## src/rtl/crc_seq_pkg.sv

```systemverilog
// Shared types and default sizing for the CRC byte sequencer.
package crc_seq_pkg;

  localparam int DEF_DATA_BITS = 8;
  localparam int DEF_CRC_BITS  = 8;
  localparam int DEF_TIMEOUT   = 31;

  // Shared bit counter must index the wider of the two serial fields.
  function automatic int cnt_width(input int data_bits, input int crc_bits);
    int m;
    m = (data_bits > crc_bits) ? data_bits : crc_bits;
    return (m > 1) ? $clog2(m) : 1;
  endfunction

  localparam int CNT_W = cnt_width(DEF_DATA_BITS, DEF_CRC_BITS);

  typedef enum logic [2:0] {
    IDLE,
    CLEAR,
    SHIFT,
    WAIT_V,
    COLLECT,
    HOLD
  } state_t;

endpackage

```

## src/rtl/crc_byte_sequencer.sv

```systemverilog
// Feeds one byte per pass into the serial CRC engine and deserialises the
// engine's CRC output into a parallel result with a valid/ready handshake.
module crc_byte_sequencer
  import crc_seq_pkg::*;
#(
  parameter int DATA_BITS = DEF_DATA_BITS,
  parameter int CRC_BITS  = DEF_CRC_BITS,
  parameter int TIMEOUT   = DEF_TIMEOUT
) (
  input  logic                 CLK,
  input  logic                 RST,
  input  logic [DATA_BITS-1:0] IN_DATA,
  input  logic                 IN_VALID,
  output logic                 IN_READY,
  output logic                 ENG_RST_N,
  output logic                 ENG_ACTIVE,
  output logic                 ENG_DATA,
  input  logic                 ENG_CRC_OUT,
  input  logic                 ENG_VALID,
  output logic [CRC_BITS-1:0]  CRC_RESULT,
  output logic                 RESULT_VALID,
  input  logic                 RESULT_READY,
  output logic                 BUSY,
  output logic                 TIMEOUT_ERR
);

  localparam int CW = cnt_width(DATA_BITS, CRC_BITS);
  localparam logic [CW-1:0] SHIFT_LAST = CW'(DATA_BITS - 1);
  localparam logic [CW-1:0] COLL_LAST  = CW'(CRC_BITS - 1);
  localparam logic [7:0]    TO_LAST    = 8'(TIMEOUT - 1);

  state_t               state;
  logic [DATA_BITS-1:0] latched;
  logic [CW-1:0]        cnt;
  logic [7:0]           tcnt;

  // Outputs are registered, so each transition loads the values that the
  // destination state presents during its first cycle.
  always_ff @(posedge CLK or posedge RST) begin
    if (RST) begin
      state        <= IDLE;
      latched      <= '0;
      cnt          <= '0;
      tcnt         <= '0;
      IN_READY     <= 1'b0;
      ENG_RST_N    <= 1'b0;
      ENG_ACTIVE   <= 1'b0;
      ENG_DATA     <= 1'b0;
      CRC_RESULT   <= '0;
      RESULT_VALID <= 1'b0;
      BUSY         <= 1'b0;
      TIMEOUT_ERR  <= 1'b0;
    end else begin
      TIMEOUT_ERR <= 1'b0;
      case (state)
        IDLE: begin
          ENG_RST_N <= 1'b1;
          IN_READY  <= 1'b1;
          if (IN_VALID && IN_READY) begin
            latched   <= IN_DATA;
            IN_READY  <= 1'b0;
            BUSY      <= 1'b1;
            ENG_RST_N <= 1'b0;
            state     <= CLEAR;
          end
        end
        CLEAR: begin
          ENG_RST_N  <= 1'b1;
          ENG_ACTIVE <= 1'b1;
          ENG_DATA   <= latched[0];
          cnt        <= '0;
          state      <= SHIFT;
        end
        SHIFT: begin
          // cnt names the bit currently on ENG_DATA; preload the next one.
          if (cnt == SHIFT_LAST) begin
            ENG_ACTIVE <= 1'b0;
            ENG_DATA   <= 1'b0;
            tcnt       <= '0;
            state      <= WAIT_V;
          end else begin
            ENG_DATA <= latched[cnt + CW'(1)];
            cnt      <= cnt + CW'(1);
          end
        end
        WAIT_V: begin
          if (ENG_VALID) begin
            cnt   <= '0;
            state <= COLLECT;
          end else if (tcnt == TO_LAST) begin
            TIMEOUT_ERR <= 1'b1;
            BUSY        <= 1'b0;
            IN_READY    <= 1'b1;
            state       <= IDLE;
          end else begin
            tcnt <= tcnt + 8'd1;
          end
        end
        COLLECT: begin
          CRC_RESULT[cnt] <= ENG_CRC_OUT;
          if (cnt == COLL_LAST) begin
            RESULT_VALID <= 1'b1;
            state        <= HOLD;
          end else begin
            cnt <= cnt + CW'(1);
          end
        end
        HOLD: begin
          if (RESULT_READY) begin
            RESULT_VALID <= 1'b0;
            BUSY         <= 1'b0;
            IN_READY     <= 1'b1;
            state        <= IDLE;
          end
        end
        default: state <= IDLE;
      endcase
    end
  end

endmodule
```

## config.mk

```make
export PLATFORM = sky130hd
export DESIGN_NAME = crc_byte_sequencer
export DESIGN_NICKNAME = d
export VERILOG_FILES = /design/src/rtl/crc_seq_pkg.sv /design/src/rtl/crc_byte_sequencer.sv
export SDC_FILE = /design/constraint.sdc
export NUM_CORES = 1
export LEC_CHECK = 0
export ABC_AREA = 1
export CORE_MARGIN = 2
export CORE_UTILIZATION = 40
export DETAILED_ROUTE_END_ITERATION = 6
export SLEW_MARGIN = 20
export SYNTH_ARGS = -nofsm -noshare
export SYNTH_HDL_FRONTEND = slang
export SYNTH_SLANG_ARGS = --single-unit
```

## constraint.sdc

```tcl
create_clock -name CLK -period 2 [get_ports CLK]
set_input_delay 0.6 -clock CLK [delete_from_list [all_inputs] [get_ports CLK]]
set_output_delay 0.6 -clock CLK [all_outputs]
set_load 0.005 [all_outputs]
```

Word level (Yosys, flattened, before mapping) --
Cells that the tools add are included.
Operators by class: $lt $le $gt $ge 3, add/sub/neg operators 2, reductions and logical operators 18, equal/unequal tests 17, multiplexer cells 39
Operator list (number):
- $mux W3 | 8
- $mux W8 | 3
- $ne A2 B2 Y1 const B | 9
- $pmux W3 S6 | 1
- $mux W1 | 16
- $pmux W8 S2 | 1
- $reduce_and A5 Y1 | 2
- $eq A3 B3 Y1 const B | 3
- $pmux W3 S3 | 1
- $add A8 B1 Y8 const B | 1
- $bwmux W8 | 1
- $eq A8 B5 Y1 const B | 1
- $lt A3 B4 Y1 const B | 2
- $pmux W1 S2 | 4
- $reduce_and A4 Y1 | 2
- $reduce_bool A2 Y1 | 4
- $eq A3 B2 Y1 const B | 2
- $pmux W1 S3 | 2
- $reduce_and A3 Y1 | 2
- $reduce_bool A3 Y1 | 2
- $reduce_and A2 Y1 | 2
- $add A3 B1 Y3 const B | 1
- $bmux W1 S3 | 1
- $demux W1 S3 | 1
- other kinds (6) | 7
Storage, ports and cells: output and inout bits 15, logic and storage cells 91, bits in registers 37, bits of input ports 14

Logic depth before layout (Yosys ltp) --
depth after elaboration 5, mapped depth 9, mapped depth without buffers 9

Least setup slack after synthesis --
Ideal clock, no wire load.
path type register to register, start point register cnt[1], end point register tcnt[4], required time 1.874 ns, arrival 1.371 ns, path slack 0.503 ns, setup time 0.126 ns, period minus slack after synthesis 1.497 ns, stages on the path, launching flop included 9, buffers on the path 1, cell sequence dfrtp_1 ha_1 ha_1 inv_1 nand3_2 and2_4 nand3_4 buf_8 o21ai_0
Between the ends: word-level cells in the longest chain between the ends 3
Ends and longest elaborated chain:
- from (decl) | RTL line crc_byte_sequencer.sv:34 | logic [CW-1:0] cnt;
- from (signal assigned) | RTL line crc_byte_sequencer.sv:83 | cnt <= cnt + CW'(1);
- from (signal assigned) | RTL line crc_byte_sequencer.sv:105 | cnt <= cnt + CW'(1);
- $eq A3 B3 Y1 | RTL line crc_byte_sequencer.sv:76 | if (cnt == SHIFT_LAST) begin
- $ne A2 B2 Y1 (no line)
- $reduce_and A4 Y1 (no line)
- to (signal assigned) | RTL line crc_byte_sequencer.sv:96 | tcnt <= tcnt + 8'd1;
- to (decl) | RTL line crc_byte_sequencer.sv:35 | logic [7:0] tcnt;
Every way passes these cells. A chain may end at the register's enable or synchronous reset.

Worst setup path after layout --
start point register IN_READY, end point output IN_READY
RTL lines:
- from (decl) | RTL line crc_byte_sequencer.sv:14 | output logic IN_READY,
- from (signal assigned) | RTL line crc_byte_sequencer.sv:45 | IN_READY <= 1'b0;
- from (signal assigned) | RTL line crc_byte_sequencer.sv:58 | IN_READY <= 1'b1;
- from (signal assigned) | RTL line crc_byte_sequencer.sv:61 | IN_READY <= 1'b0;
No word-level cell between the ends.

==> flow_summary.toml <==
[synth]
yosysSeqAreaShare_pct = 45.57
syn_inst = 255
synth_seq_cells = 37
yosysWarnings = 0
netlist_area_um2 = 2032
avgSynthCellArea_um2 = 7.968
syn-num-nets = 273
synthDistinctLibCells = 29

[global_route]
grt_pass1_vias = 1546
antenna_found_initial = 0
grt_max_degree = 38
grt_pass1_wl_um = 6989
track_usage_pct = 16.18
grt_remaining_overflow = 0

[sta]
slew_violations = 0
layout_min_cycle_time_ns = 1.768
hold_viol_final = 0
fmax_mhz = 565.5
maxSlewHeadroom_pct = 70.77
tightest_slew_ns = 0.4385
setup_tns_ns = 0
rsz0062_at_grt = "false"
finalSetupViolCount = 0
timing.final.crit_share_pct = 88.42
skew_ns = 0.003879

[clock_tree]
cts_setup_buffers = 0
clock_path_buffers = 2
cts_resized = 0
tritoncts = "done"
cts.sinks = 37
clock_latency_ns = 0.29
clkTransAtPathRegs_ns = 0.07
cts.hold.buffers_added = 0
cts_max_level = 2
numCtsBuffers = 5
cts_root_buf = "clkbuf_8"

[floorplanning]
die_w_um = 75.28
rows = 25
die_h_um = 75.28
dieArea_um2 = 5666
start_util_pct = 42.18
core-area_um2 = 4817
io_pins = 29

[setup_path]
cp_slowest_cell = "clkdlybuf4s50_1"
cpPeakStageDelay_ns = 0.51
required_ns = 1.40
path_cells = "clkdlybuf4s50_1"
cp.buffers_inverters = 1
cp_top_family = "buffers and inverters"
start_kind = "register"
crit_arrival_ns = 1.17
criticalPathCategory = "reg -> out"
endpoint_kind = "output pin"
path_max_fanout = 3

[cells_and_area]
num_antenna_cells = 0
area_growth_pct = 22.54
mostFrequentLayoutCells = "nand2_1, dfrtp_1, inv_1"
final_common_cell = "nand2_1"
nets = 306
layout-drive-gt1-share_pct = 9.722
layout.cells.non_filler = 355
fill_cells = 482

[place]
place_congestion = 0.8259
dp.cells = 348
dpl.hpwl_um = 2885
port_buffers = 28

[power]
power_density_nw_per_um2 = 1189
peakVddDrop_uv = 657.0
p_leak_nw = 1.177

[run]
maxCapViolCount = 0

[drt]
drc_errors = 0
drt-pass1-iter-count = 4
routedWlPerCell_um = 11.31
vias = 1689
drt_iter0_markers = 102
wl_um = 4014
viasPerCell = 4.758
postRouteAntennaNets = 0

[worst_hold_path]
hp-class = "reg -> reg"

[outcome]
status = "completed"
stage by stage:
| stage | hold WS [ns] | total power, mW | area, um^2 | util, % | setup slack [ns] |
|---|---|---|---|---|---|
| 2_1_floorplan | 0.4641 | 2.006 | 2032 | - | 0.5031 |
| 3_3_place_gp | 0.4608 | 2.352 | 2386 | 49.53 | 0.1171 |
| 3_5_place_dp | 0.4640 | 2.359 | 2386 | 49.53 | 0.1421 |
| 4_1_cts | 0.4848 | 2.999 | 2490 | 51.69 | 0.2104 |
| 5_1_grt | 0.4976 | 3.240 | 2490 | 51.69 | 0.1608 |
| 6_report | 0.4806 | 2.960 | 2490 | 51.69 | 0.2317 |
sequential cells by signal (all words and copies together) (netlist names), 3 cells and up:
| signal | flops |
|---|---|
| CRC_RESULT | 8 |
| latched | 8 |
| tcnt | 8 |
| cnt | 3 |
| state | 3 |
area by class of cell:
cell class                      instances  area, um^2  share of cell area [%]
Clock buffer                            5       68.82                   2.764
Timing Repair Buffer                   32       322.8                   12.96
Clock inverter                          2       35.03                   1.407
Sequential cell                        37       925.9                   37.19
Multi-Input combinational cell        179       927.1                   37.24
Tap cell                               67       83.83                   3.367
Inverter                               33       126.4                   5.075
report_power, final:
group / switching, mW / internal [mW]
combinational: 0.685 / 0.528
sequential: 0.165 / 0.960
clock: 0.260 / 0.362
total: 1.11 / 1.85
cell families (layout without fill, tap and decap cells):
| logic type | Yosys count | in the layout | share of synthesized area (%) |
|---|---|---|---|
| AO/OA/AOI/OAI | 42 | 42 | 11.52 |
| XOR/XNOR | 1 | 1 | 0.4311 |
| adder cells (fa/ha/maj) | 4 | 4 | 2.463 |
| buffers and inverters | 39 | 72 | 8.805 |
| flip-flops | 37 | 37 | 45.57 |
| multiplexers | 1 | 1 | 0.5541 |
| AND/OR/NAND/NOR | 131 | 131 | 30.67 |
final timing paths:
path                          start             to  slack [ns]  cells after the start
max                        IN_READY       IN_READY        0.23                      1
min in group asynchronous       RST  CRC_RESULT[3]        0.66                      3
max in group asynchronous       RST        tcnt[5]        1.15                      3
min reg2reg                    BUSY           BUSY        0.48                      2
max reg2reg                  cnt[1]        tcnt[6]        0.35                      7
min                            BUSY           BUSY        0.48                      2
worst min-delay path, stage by stage, from the launching register on:
cell     delay [ns]
dfrtp_1        0.35
nand2_1        0.05
nand2_1        0.05
metal layers:
layer | GRT usage [%] | vias to the layer above | wire, um
met5 | 0 | - | 0
met1 | 23.99 | 740 | 2104
met2 | 22.90 | 42 | 1624
met4 | 5.848 | 0 | 65
met3 | 4.016 | 6 | 220
li1 | - | 901 | -
Yosys cell counts, drive strengths merged:
cell type	instances	area (um^2)
a21boi	1	7.510
or2	2	12.51
ha	4	50.05
nand4	6	37.54
mux2	1	11.26
o21ai	16	91.34
nand3b	2	15.01
buf	6	52.54
a21oi	17	85.08
nand2	65	246.5
inv	33	126.4
dfrtp	37	925.9
xor2	1	8.760
nor2	25	125.1
nor3	4	20.02
a31oi	8	50.05
and2	1	8.760
nand3	26	157.7
Note: power is estimated with default switching activity, not from simulation.
